### config.mk
export PLATFORM = sky130hd
export DESIGN_NAME = rv32i_wb_trace_capture
export DESIGN_NICKNAME = d
export VERILOG_FILES = /design/src/rtl/rv32i_trace_pkg.sv /design/src/rtl/rv32i_wb_trace_capture_fifo.sv /design/src/rtl/rv32i_wb_trace_capture.sv
export SDC_FILE = /design/constraint.sdc
export NUM_CORES = 1
export LEC_CHECK = 0
export CAP_MARGIN = 30
export CORE_MARGIN = 2
export CORE_UTILIZATION = 35
export CTS_CLUSTER_SIZE = 40
export DETAILED_ROUTE_END_ITERATION = 12
export SLEW_MARGIN = 20
export SYNTH_ARGS = -nofsm -noshare
export SYNTH_HDL_FRONTEND = slang
export SYNTH_HIERARCHICAL = 1
export SYNTH_SLANG_ARGS = --single-unit
### constraint.sdc
create_clock -name clk -period 8.59 [get_ports clk]
set_input_delay 0.859 -clock clk [delete_from_list [all_inputs] [get_ports clk]]
set_output_delay 0.859 -clock clk [all_outputs]
set_load 0.02 [all_outputs]
### src/rtl/rv32i_trace_pkg.sv
// Shared types and defaults for the rv32i retirement-trace capture block.
package rv32i_trace_pkg;

    localparam int unsigned DROP_CNT_W          = 16;
    localparam int unsigned DEFAULT_DEPTH       = 16;
    localparam int unsigned DEFAULT_STALL_LIMIT = 8;

    typedef struct packed {
        logic [31:0] npc;
        logic [31:0] wb;
    } trace_entry_t;

endpackage

### src/rtl/rv32i_wb_trace_capture_fifo.sv
// First-word-fall-through FIFO of trace entries; head reads zero when empty.
module trace_fifo
    import rv32i_trace_pkg::*;
#(
    parameter int unsigned DEPTH = DEFAULT_DEPTH
) (
    input  logic                     clk,
    input  logic                     RN,
    input  logic                     clr,
    input  logic                     push,
    input  trace_entry_t             din,
    input  logic                     pop,
    output trace_entry_t             dout,
    output logic [$clog2(DEPTH):0]   count,
    output logic                     full,
    output logic                     empty
);

    localparam int unsigned AW = $clog2(DEPTH);

    logic [AW:0]  wr_ptr;
    logic [AW:0]  rd_ptr;
    logic         do_push;
    logic         do_pop;
    trace_entry_t mem [DEPTH];

    assign count = wr_ptr - rd_ptr;
    assign full  = (count == (AW+1)'(DEPTH));
    assign empty = (count == '0);

    // A push into a full FIFO is accepted only when the head leaves on the same edge.
    assign do_pop  = pop && !empty;
    assign do_push = push && (!full || do_pop);

    always_ff @(posedge clk or posedge RN) begin
        if (RN) begin
            wr_ptr <= '0;
            rd_ptr <= '0;
        end else if (clr) begin
            wr_ptr <= '0;
            rd_ptr <= '0;
        end else begin
            if (do_push) wr_ptr <= wr_ptr + 1'b1;
            if (do_pop)  rd_ptr <= rd_ptr + 1'b1;
        end
    end

    always_ff @(posedge clk) begin
        if (do_push && !clr) mem[wr_ptr[AW-1:0]] <= din;
    end

    assign dout = empty ? '0 : mem[rd_ptr[AW-1:0]];

endmodule

### src/rtl/rv32i_wb_trace_capture.sv
// Logs {NPC, WB_OUT} on every NPC change into a FWFT FIFO, with drop
// accounting and a stall detector for a static NPC.
module rv32i_wb_trace_capture
    import rv32i_trace_pkg::*;
#(
    parameter int unsigned DEPTH       = DEFAULT_DEPTH,
    parameter int unsigned STALL_LIMIT = DEFAULT_STALL_LIMIT
) (
    input  logic                    clk,
    input  logic                    RN,
    input  logic [31:0]             NPC,
    input  logic [31:0]             WB_OUT,
    input  logic                    en,
    input  logic                    clr,
    output logic                    out_valid,
    input  logic                    out_ready,
    output logic [31:0]             out_npc,
    output logic [31:0]             out_wb,
    output logic [$clog2(DEPTH):0]  count,
    output logic                    overflow,
    output logic [DROP_CNT_W-1:0]   drop_cnt,
    output logic                    stalled
);

    localparam int unsigned SW = $clog2(STALL_LIMIT + 1);
    localparam logic [SW-1:0] STALL_MAX = SW'(STALL_LIMIT);

    logic [31:0]   prev_npc;
    logic          primed;
    logic [SW-1:0] stall_cnt;
    logic [SW-1:0] stall_cnt_nxt;
    logic          npc_changed;
    logic          pop;
    logic          drop;
    logic          fifo_full;
    logic          fifo_empty;
    trace_entry_t  din;
    trace_entry_t  head;

    assign npc_changed = en && primed && (NPC != prev_npc);
    assign out_valid   = !fifo_empty;
    assign pop         = out_valid && out_ready;
    assign drop        = npc_changed && fifo_full && !pop;

    assign din.npc = NPC;
    assign din.wb  = WB_OUT;
    assign out_npc = head.npc;
    assign out_wb  = head.wb;

    trace_fifo #(
        .DEPTH (DEPTH)
    ) u_fifo (
        .clk   (clk),
        .RN    (RN),
        .clr   (clr),
        .push  (npc_changed),
        .din   (din),
        .pop   (pop),
        .dout  (head),
        .count (count),
        .full  (fifo_full),
        .empty (fifo_empty)
    );

    always_comb begin
        stall_cnt_nxt = stall_cnt;
        if (en && primed) begin
            if (NPC != prev_npc)
                stall_cnt_nxt = '0;
            else if (stall_cnt != STALL_MAX)
                stall_cnt_nxt = stall_cnt + 1'b1;
        end
    end

    always_ff @(posedge clk or posedge RN) begin
        if (RN) begin
            prev_npc  <= '0;
            primed    <= 1'b0;
            stall_cnt <= '0;
            stalled   <= 1'b0;
            overflow  <= 1'b0;
            drop_cnt  <= '0;
        end else if (clr) begin
            prev_npc  <= '0;
            primed    <= 1'b0;
            stall_cnt <= '0;
            stalled   <= 1'b0;
            overflow  <= 1'b0;
            drop_cnt  <= '0;
        end else begin
            // The first enabled edge only establishes the baseline PC.
            if (en) begin
                prev_npc <= NPC;
                primed   <= 1'b1;
            end
            stall_cnt <= stall_cnt_nxt;
            stalled   <= (stall_cnt_nxt == STALL_MAX);
            if (drop) begin
                overflow <= 1'b1;
                if (drop_cnt != '1) drop_cnt <= drop_cnt + 1'b1;
            end
        end
    end

endmodule

==> results.md, run 1 <==
* 0 — number of hold buffers added after cts
* 0.0430 mm² — netlist area before placement
* 0.353 — starting density of the core
* 0 — count of nets left with antenna violations after detail routing
* 1771 — DR iter-0 viols
* 21200 — via count
* 0 — final-report hold violation count
* 0.0402 — simple-gate share of the synthesized area
* edfxtp_1 — main flop type after synthesis
* 1024 x edfxtp_1, 256 x mux4_2, 142 x nand2_1, 96 x mux2i_1, 66 x and3_1 — Post-synth top cells
* 111 — clock buffers created by TritonCTS
* 1089 — count of clock tree sinks
* 0.00396 — area share of fa/ha/maj cells after synthesis
* 5.36 ns — data arrival time of the critical path
* 354 µm — Die Ht
* 3844 — placed cells
* 10600 — number of fillers in the final layout
* 0.754 — part of the Yosys area used for sequential elements
* 0 — CTS resizes
* 0.307 — worst slew slack as a fraction of its limit
* 16.2 nW — cell leakage power
* false — RSZ-0062 raised after global routing
* edfxtp_1 — biggest area consumer among synthesized cells
* 0.0264 ns — final setup skew
* 2202 — net count of the mapped netlist
* 0.0466 mm² — Cell Area, Placed
* 117 — largest net degree at the start of global routing
* 128 — Std-Cell Rows
* 101000 µm — Routed WL
* 157 — total I/O pin count
* 0.126 mm² — total die area
* 0.0193 — compound-gate portion of the synthesized area
* 0 — Antenna Diode Count
* 7.73 ns — Worst Path Required
* 161 MHz — Max Freq
* 0.159 — multiplexer area fraction after synthesis
* 1089 — number of storage elements in the synthesis netlist
* flop — type of element launching the critical path
* 58 — CP Max Fanout
* 0.69 ns — Clk Latency, worst-skew pair
* 150000 µm — global-route wire length before repair
* 0.00754 — xor/xnor cell area share of the yosys netlist
* 0 — post-route DRC violation count
* output pin — Setup crit end kind
* 1024 — count of flip-flops with a built-in enable after synthesis
* 20.3 µm² — average footprint of a synthesized cell
* 0.0504 mm² — cell area after layout
* edfxtp_1 72%, mux4_2 13%, dfrtp_1 3.8% — cell types occupying the most area after synthesis
* 0 — remaining global-route overflow
* 1.04 ns — actual transition at the worst max-transition pin
* 6.22 ns — shortest period the worst path allows
* 0.122 mm² — area of the core
* multiplexers — main combinational cell family by area after synthesis
* 57300 µm — DP Wirelength
* 0.161 — global router's overall resource usage
* 2.49 ns — Place WS
* 4 — initial antenna violation count
* 2120 — Post-Synthesis Cells
* 0.716 — share of the synthesized area in the top cell type
* 17.2% — Area growth syn-to-layout
* 156 — number of I/O port buffers
* 0.725 — Period Utilization, post-route
* 0.763 — Final GP Congestion
* 0 — post-CTS setup-driven buffer insertion count
* 0 — Maximum Capacitance Violations
* 0.215 — fraction of final layout cells with drive strength greater than 1
* 2.37 ns — final worst slack
* 0.0597 — async set-or-reset flop fraction in the synthesized netlist
* reg2reg — type of the most critical hold path
* 0 ns — setup tns final
* 5 — detailed-router iteration count before antenna repair
* 0 — count of final setup violators
* edfxtp_1 — most frequent cell after synthesis
* 0 — count of final max-slew check failures
* 5.24 — post-DR vias/cell
* 3 — maximum level of the CTS H-tree
* 354 µm — overall die width
* 47 — Synth cell types
* done — TritonCTS clock tree
* 4054 — final non-filler cell total
* 25.0 µm — detail-routed net length per standard cell
* 3 — buffer levels on the longest clock path
* 0.06 ns — clock slew seen by the registers of the worst setup and hold paths
* 6 — total of warnings raised by yosys
* 22500 — number of global-route vias before repair
* clkbuf_16 — CTS Root Buffer Type
* finished, final reports clean — run status
* 269 µV — peak supply drop
* reg2out — start-to-end type of the worst setup path
* 2418 — final layout net count
* 269 mW/mm² — areal power density over the cells
-- registers in the layout, indices dropped and copies added, names as in the netlist --
register / count
u_fifo/mem: 1024
prev_npc: 32
drop_cnt: 16
u_fifo/rd_ptr: 5
u_fifo/wr_ptr: 5
stall_cnt: 4
overflow: 1
primed: 1
stalled: 1
-- cells in the final DEF (no fill, tap or decap), types with 35 or more instances in the layout --
| cell | netlist | layout |
|---|---|---|
| and3_1 | 66 | 66 |
| a211oi_1 | 65 | 65 |
| xor2_1 | 35 | 35 |
| clkbuf_16 | 0 | 112 |
| clkdlybuf4s50_1 | 0 | 154 |
| dfrtp_1 | 65 | 61 |
| mux2i_1 | 96 | 96 |
| mux4_2 | 256 | 256 |
| nand2_1 | 142 | 142 |
| nor2_1 | 56 | 56 |
| edfxtp_1 | 1024 | 1024 |
| buf_4 | 19 | 61 |
-- layout make-up --
class	count	area [µm²]	share of cell area
flip-flops and latches	1089	32400	0.643
multi-input cells	886	9990	0.198
clock buffers	145	2970	0.0589
repair buffers	226	2190	0.0434
well taps	1625	2030	0.0404
clock inverters	61	696	0.0138
inverters	22	85.1	0.00169
-- critical path, cell delays in order, from the launching register on --
cell             delay, ns
dfrtp_4               1.02
inv_4                 0.49
ha_1                  0.51
xor2_1                0.25
nand4b_1              0.27
a2bb2oi_4             0.09
buf_4                 0.31
buf_16                0.28
a211oi_1              0.67
clkdlybuf4s50_1       0.75
-- worst paths after layout --
path / from / cells past startpoint / slack [ns] / end
min in group asynchronous: RN / 2 / 0.67 / drop_cnt[3]
max in group asynchronous: RN / 3 / 6.95 / prev_npc[2]
setup / recovery: u_fifo/rd_ptr[2] / 9 / 2.37 / out_npc[24]
hold / removal: overflow / 2 / 0.52 / overflow
hold reg to reg: overflow / 2 / 0.52 / overflow
setup reg to reg: u_fifo/rd_ptr[2] / 10 / 2.48 / u_fifo/mem[14][42]
-- layer usage --
layer  track usage  wire, µm  up-vias
met3        0.0283      5020      133
li1              -         -     9111
met5             0        26        -
met4        0.0465      2290        4
met2         0.266     49800      593
met1         0.220     44300    11400
-- through the flow --
stage | utilization | hold WS (ns) | power, W
floorplan | - | 0.480 | 0.00769
global placement | 0.382 | 0.509 | 0.00888
detailed placement | 0.382 | 0.507 | 0.00893
CTS | 0.412 | 0.524 | 0.0137
global route | 0.413 | 0.542 | 0.0141
finish | 0.413 | 0.523 | 0.0135
-- power by group --
part	leakage, nW	internal [W]	total [W]	switching, W
registers	10.1	0.00583	0.00588	0.0000496
clock network	1.77	0.00278	0.00480	0.00202
logic	4.37	0.00127	0.00287	0.00159
-- kinds of logic (layout without fill, tap and decap cells) --
| family | count (synthesis) | count (layout) |
|---|---|---|
| AO/OA/AOI/OAI | 118 | 118 |
| XOR/XNOR | 37 | 37 |
| adder cells (fa/ha/maj) | 13 | 13 |
| buffers and inverters | 145 | 454 |
| flip-flops | 1089 | 1089 |
| multiplexers | 361 | 361 |
| AND/OR/NAND/NOR | 357 | 357 |
No activity file was read; power rests on OpenSTA's default activity.
==> inputs of run 2 (changes only) <==
==> constraint.sdc (replaced) <==
create_clock -name clk -period 4.99 [get_ports clk]
set_input_delay 0.499 -clock clk [delete_from_list [all_inputs] [get_ports clk]]
set_output_delay 0.499 -clock clk [all_outputs]
set_load 0.02 [all_outputs]
==> run 2 against run 1 <==
  * Flip-flop and latch count is the same
  * Non-clock buffer count grew 18
  * Via count is 0.95% higher
  * Core utilization is 0.12 points higher
  * Die area did not move
  * Clock skew shrank 0.011 ns
  * Final cell count up 0.47%
  * Clock-buffer cell count grew 8
  * Worst hold slack got worse by 0.29 ns
  * Largest cell class unchanged
  * Largest power group unchanged
==> results.md, run 2 (same netlist as run 1, synthesis figures left out) <==
* clkbuf_16 — CTS Root Buffer Type
* buffers and inverters — gate family responsible for the most delay along the worst path
* 0.414 — utilization of the core after routing, +0.00118
* 109 — clock buffers created by TritonCTS, -1.8%
* 0.164 — global router's overall resource usage, +0.00277
* 25.4 µm — detail-routed net length per standard cell, +1.5%
* 0.122 mm² — area of the core, unchanged
* 0 — remaining global-route overflow, unchanged
* 0.72 ns — max incr delay on CP, -0.30 ns
* 21500 — via count, +0.95%
* in2async — type of the most critical hold path
* reg2out — start-to-end type of the worst setup path
* 57800 µm — DP Wirelength, +0.86%
* 6 — initial antenna violation count, +2
* 1024 x edfxtp_1, 256 x mux4_2, 154 x clkdlybuf4s50_1 — leading cell types in the layout, fill and taps excluded
* 0 — final-report hold violation count, unchanged
* buf_12, buf_4, mux4_2, mux2i_1, a211oi_1, clkdlybuf4s50_1 — crit-path cells
* 155 — largest net degree at the start of global routing, +32%
* 0.946 — Period Utilization, post-route
* 354 µm — overall die width, unchanged
* 3 — buffer levels on the longest clock path, unchanged
* 0.353 — starting density of the core, unchanged
* 0 ns — setup tns final, unchanged
* 4.22 ns — data arrival time of the critical path, -1.14 ns
* 22600 — number of global-route vias before repair, +0.24%
* done — TritonCTS clock tree
* 4073 — final non-filler cell total, +0.47%
* 0.0154 ns — final setup skew, -0.0110 ns
* met5 — uppermost metal layer occupied by signal nets
* 157 — total I/O pin count, unchanged
* 5590 µm — DR WL met3, +11%
* 0 — count of final setup violators, unchanged
* 0.0324 mm² — area taken by flip-flops and latches, unchanged
* 5 — detailed-router iteration count before antenna repair, unchanged
* 3 — WP buf/inv, -1
* 103000 µm — Routed WL, +2.0%
* u_fifo/rd_ptr[1] — worst setup path startpoint
* 0 — Maximum Capacitance Violations, unchanged
* 52200 µm — met2 routed WL, +4.9%
* 0.68 ns — Clk Latency, worst-skew pair, about the same
* 354 µm — Die Ht, unchanged
* finished, final reports clean — run status
* 0.126 mm² — total die area, unchanged
* 128 — Std-Cell Rows, unchanged
* 2434 — final layout net count, +0.66%
* 156 — number of I/O port buffers, unchanged
* 0.06 ns — clock slew seen by the registers of the worst setup and hold paths, about the same
* 17.5% — Area growth syn-to-layout
* 502 µV — peak supply drop, +87%
* 154 — CP Max Fanout, +170%
* flop — type of element launching the critical path
* 44000 µm — Met1 Wirelength, -0.70%
* 0 — post-route DRC violation count, unchanged
* 0.323 — worst slew slack as a fraction of its limit, +0.0160
* 3 — maximum level of the CTS H-tree, unchanged
* 0.787 — Final GP Congestion, +3.2%
* 212 MHz — Max Freq
* 0.234 ns — worst hold-check slack, -0.289 ns
* 1837 — DR iter-0 viols, +3.7%
* 16.3 nW — cell leakage power, +0.70%
* 1.01 ns — actual transition at the worst max-transition pin, -0.0240 ns
* 0.0102 mm² — multi-input combinational cell area, +2.0%
* clkdlybuf4s50_1 — cell at the slowest stage of the critical path
* 5.27 — post-DR vias/cell, +0.48%
* 0 — count of final max-slew check failures, unchanged
* 454 mW/mm² — areal power density over the cells, +69%
* u_fifo/rd_ptr[0] — worst r2r src
* 153000 µm — global-route wire length before repair, +1.8%
* edfxtp_1 — leading cell type in the layout, fill and taps excluded
* output pin — Setup crit end kind
* 4.49 ns — Worst Path Required, -3.24 ns
* 0 — count of nets left with antenna violations after detail routing, unchanged
* 4.72 ns — shortest period the worst path allows
* 0.222 — fraction of final layout cells with drive strength greater than 1, +0.00759
* 10500 — number of fillers in the final layout, -0.35%
* 1089 — count of clock tree sinks, unchanged
* false — RSZ-0062 raised after global routing
* 3862 — placed cells, +0.47%
* 1024 — Largest register FFs, unchanged
* 0 — CTS resizes, unchanged
-- run 2: final timing paths --
path,cells past startpoint,endpoint,slack [ns]
worst max register to register,12,u_fifo/mem[13][16],0.42
worst min-delay path,2,u_fifo/rd_ptr[2],0.23
worst min register to register,2,overflow,0.53
min in group clk,4,stall_cnt[1],0.32
max in group asynchronous,3,prev_npc[8],3.98
worst max-delay path,6,out_npc[25],0.27
-- run 2: area by class of cell --
type | instances | area share
Clock inverter | 51 | 0.00689
Inverter | 22 | 0.00181
Multi-Input combinational cell | 886 | 0.202
Timing Repair Buffer | 244 | 0.0476
Clock buffer | 153 | 0.0599
Tap cell | 1625 | 0.0403
Sequential cell | 1089 | 0.641
Antenna cell | 3 | 0.000149
-- run 2: through the flow --
step / power [W] / area [µm²] / worst slack, ns
floorplan: 0.0133 / 43300 / -0.174
global placement: 0.0154 / 47000 / 0.452
detailed placement: 0.0155 / 47000 / 0.297
CTS: 0.0232 / 50400 / 0.0160
global route: 0.0238 / 50500 / 0.0977
finish: 0.0229 / 50500 / 0.271
-- run 2: power breakdown --
group	switching (W)	internal (W)	leakage, nW
registers	0.0000289	0.0100	10.1
clock network	0.00333	0.00438	1.65
logic	0.00284	0.00232	4.61
total	0.00620	0.0167	16.3
-- run 2: layer usage --
metal / track usage / vias up
li1: - / 9136
met4: 0.0361 / 8
met3: 0.0281 / 118
met5: 0 / -
met1: 0.221 / 11600
met2: 0.279 / 601
-- run 2: timing repair --
| action | 4_1_cts | 5_1_grt |
|---|---|---|
| buffers inserted | 0 | 2 |
| hold buffers | 0 | 0 |
| setup endpoints to repair | 0 | 15 |
==> inputs of run 3 (changes only) <==
--- a/config.mk
+++ b/config.mk
@@ -5,11 +5,13 @@
 export SDC_FILE = /design/constraint.sdc
 export NUM_CORES = 1
 export LEC_CHECK = 0
+export ABC_AREA = 1
 export CAP_MARGIN = 30
 export CORE_MARGIN = 2
 export CORE_UTILIZATION = 35
 export CTS_CLUSTER_SIZE = 40
 export DETAILED_ROUTE_END_ITERATION = 12
+export SETUP_SLACK_MARGIN = 0.1
 export SLEW_MARGIN = 20
 export SYNTH_ARGS = -nofsm -noshare
 export SYNTH_HDL_FRONTEND = slang
==> run 3 against run 2 <==
  * Wire length grew 18%
  * Synthesized cell count grew 82%
  * Flip-flop and latch count did not move
  * Combinational power decreased by 18%
  * Fmax increased by 0.73%
  * Worst setup slack improved by 0.034 ns
  * Core utilization shrank 0.47 points
  * Via count rose by 37%
  * Critical path type unchanged
  * Critical endpoint is now out_npc[8]
  * Highest routed layer unchanged
==> results.md, run 3 <==
* finished, final reports clean — run status
* buf_4 — cell at the slowest stage of the critical path
* 21.3 µm — detail-routed net length per standard cell, -16%
* 6 — initial antenna violation count, unchanged
* flop — type of element launching the critical path
* 3 — maximum level of the CTS H-tree, unchanged
* 11900 — number of fillers in the final layout, +13%
* 0.0724 — compound-gate portion of the synthesized area, +0.0531
* 1095 x nand2_1, 1024 x edfxtp_1, 389 x nor2_1, 286 x a21oi_1, 253 x nand3_1 — Post-synth top cells
* 330 µV — peak supply drop, -34%
* 11.7 µm² — average footprint of a synthesized cell, -42%
* nand2_1 — most frequent cell after synthesis
* edfxtp_1 — biggest area consumer among synthesized cells
* u_fifo/rd_ptr[1] — worst setup path startpoint
* 4070 — final layout net count, +67%
* 0.277 — worst slew slack as a fraction of its limit, -0.0461
* edfxtp_1 68%, nand2_1 9.1%, dfrtp_1 3.6% — cell types occupying the most area after synthesis
* 0.183 — global router's overall resource usage, +0.0190
* 157 — total I/O pin count, unchanged
* 0.131 mm² — total die area, +4.6%
* 0 — remaining global-route overflow, unchanged
* 182000 µm — global-route wire length before repair, +19%
* 0 — final-report hold violation count, unchanged
* 3 — buffer levels on the longest clock path, unchanged
* 1024 — count of flip-flops with a built-in enable after synthesis, unchanged
* in2async — type of the most critical hold path
* 0.0597 — async set-or-reset flop fraction in the synthesized netlist, unchanged
* 110 — clock buffers created by TritonCTS, +0.92%
* 0.99 ns — setup slack, reg-to-reg, +0.57 ns
* u_fifo/wr_ptr[0] — worst r2r src
* 0.0450 mm² — netlist area before placement, +4.6%
* 41 — Synth cell types, -13%
* 3851 — Post-Synthesis Cells, +82%
* 0.0791 — fraction of final layout cells with drive strength greater than 1, -0.143
* 18.6 nW — cell leakage power, +14%
* 0.128 mm² — area of the core, +4.6%
* 0.06 ns — clock slew seen by the registers of the worst setup and hold paths, about the same
* simple AND/OR/NAND/NOR gates — main combinational cell family by area after synthesis
* 0.720 — part of the Yosys area used for sequential elements, -0.0334
* 0.165 — simple-gate share of the synthesized area, +0.125
* 1024 — Largest register FFs, unchanged
* clkbuf_16 — CTS Root Buffer Type
* 0 — multiplexer area fraction after synthesis, -0.159
* 0.305 ns — final worst slack, +0.0342 ns
* 191 — largest net degree at the start of global routing, +23%
* 0.75 ns — max incr delay on CP, +0.03 ns
* 4.49 ns — Worst Path Required, about the same
* 362 µm — overall die width, +2.3%
* 362 µm — Die Ht, +2.3%
* 0.684 — share of the synthesized area in the top cell type, -0.0317
* 28900 — number of global-route vias before repair, +28%
* done — TritonCTS clock tree
* 0 — count of final max-slew check failures, unchanged
* 4.19 ns — data arrival time of the critical path, -0.03 ns
* 57 — CP Max Fanout, -63%
* 0 — count of nets left with antenna violations after detail routing, unchanged
* 1.08 ns — actual transition at the worst max-transition pin, +0.0691 ns
* 5 — detailed-router iteration count before antenna repair, unchanged
* 0.00379 — area share of fa/ha/maj cells after synthesis, -0.000175
* 6 — total of warnings raised by yosys, unchanged
* 3933 — net count of the mapped netlist, +79%
* 63600 µm — DP Wirelength, +9.9%
* output pin — Setup crit end kind
* 131 — Std-Cell Rows, +2.3%
* 0 — count of final setup violators, unchanged
* 122000 µm — Routed WL, +18%
* 1089 — number of storage elements in the synthesis netlist, unchanged
* 156 — number of I/O port buffers, unchanged
* reg2out — start-to-end type of the worst setup path
* 4.69 ns — shortest period the worst path allows, -0.0342 ns
* false — RSZ-0062 raised after global routing
* 1095 x nand2_1, 1024 x edfxtp_1, 373 x nor2_1 — leading cell types in the layout, fill and taps excluded
* 1089 — count of clock tree sinks, unchanged
* 29500 — via count, +37%
* 0.0566 ns — final setup skew, +0.0412 ns
* 0.939 — Period Utilization, post-route, -0.00686
* 0.792 — Final GP Congestion, +0.62%
* buf_4, buf_4, a21oi_1, a22oi_1, o21ai_0, a21oi_1, clkdlybuf4s50_1 — crit-path cells
* 2493 — DR iter-0 viols, +36%
* 16.2% — Area growth syn-to-layout
* 0 — post-route DRC violation count, unchanged
* 0.00779 — xor/xnor cell area share of the yosys netlist, +0.000250
* 0.72 ns — Clk Latency, worst-skew pair, +0.04 ns
* 427 mW/mm² — areal power density over the cells, -5.9%
* 0 — Maximum Capacitance Violations, unchanged
* 0.895 ns — Place WS, +0.599 ns
* 5746 — final non-filler cell total, +41%
* edfxtp_1 — main flop type after synthesis
* 5537 — placed cells, +43%
* 5.13 — post-DR vias/cell, -2.6%
* nand2_1 — leading cell type in the layout, fill and taps excluded
* 0.353 — starting density of the core, about the same
* 213 MHz — Max Freq, +0.73%
run 3: changes by cell type in the layout (fill, tap and decap cells not counted), moves of 36 or more:
cell,before,now
a211oi_1,65,2
a21oi_1,22,286
a22oi_1,1,100
and3_1,66,0
inv_1,16,52
mux2i_1,96,0
mux4_2,256,0
nand2_1,142,1095
nand3_1,9,253
nor2_1,56,373
o21ai_0,12,190
run 3: repair_timing:
item                                    CTS  global route
resized for setup                         0             2
setup buffers                             0             1
hold buffers                              0             0
endpoints found under the setup margin    0             9
run 3: area by class of cell:
cell class	count	area, µm²	area share
sequential	1089	32400	0.620
timing repair buffer	258	2650	0.0508
clock inverter	66	609	0.0117
antenna	2	5.00	0.0000958
multi-input combinational	2463	11300	0.217
tap	1662	2080	0.0398
clock buffer	140	2910	0.0556
inverter	66	269	0.00515
run 3: metal layers:
layer	track usage	part of all wire	vias to the layer above
met5	0	0.00019	-
li1	-	-	13800
met2	0.308	0.49	874
met4	0.0636	0.030	4
met1	0.241	0.43	14700
met3	0.0272	0.056	180
run 3: logic make-up after synthesis:
kind of cell	count (synthesis)
xor+xnor	40
compound gates	594
flops	1089
buf+inv	299
fa+ha+maj	13
simple gates	1816
run 3: final timing paths:
path                       cells after the start                end
setup / recovery                               7         out_npc[8]
hold / removal                                 2   u_fifo/wr_ptr[1]
setup reg to reg                              16  u_fifo/mem[3][45]
hold reg to reg                                2             primed
max in group asynchronous                      3        drop_cnt[4]
min in group clk                               2             primed
run 3: per-stage QoR:
| stage | power, W | util | setup TNS, ns | hold WS, ns | cell area [µm²] |
|---|---|---|---|---|---|
| CTS | 0.0225 | 0.410 | 0 | 0.342 | 52200 |
| global placement | 0.0145 | 0.382 | 0 | 0.482 | 48700 |
| detailed placement | 0.0145 | 0.382 | 0 | 0.493 | 48700 |
| global route | 0.0232 | 0.410 | 0 | 0.347 | 52200 |
| floorplan | 0.0128 | - | -267.63 | 0.339 | 45000 |
| finish | 0.0223 | 0.410 | 0 | 0.333 | 52200 |
run 3: where the power goes:
| group | switching [W] | internal, W | total, W |
|---|---|---|---|
| sequential | 0.0000289 | 0.0100 | 0.0101 |
| combinational | 0.00279 | 0.00142 | 0.00422 |
| clock | 0.00350 | 0.00454 | 0.00804 |
| total | 0.00632 | 0.0160 | 0.0223 |
run 3: critical path, delay by kind of cell, from the launching register on:
kind	cells	cell delay, ns
buffers and inverters	3	2.07
AOI/OAI and AO/OA	4	0.64
DFF	1	0.71
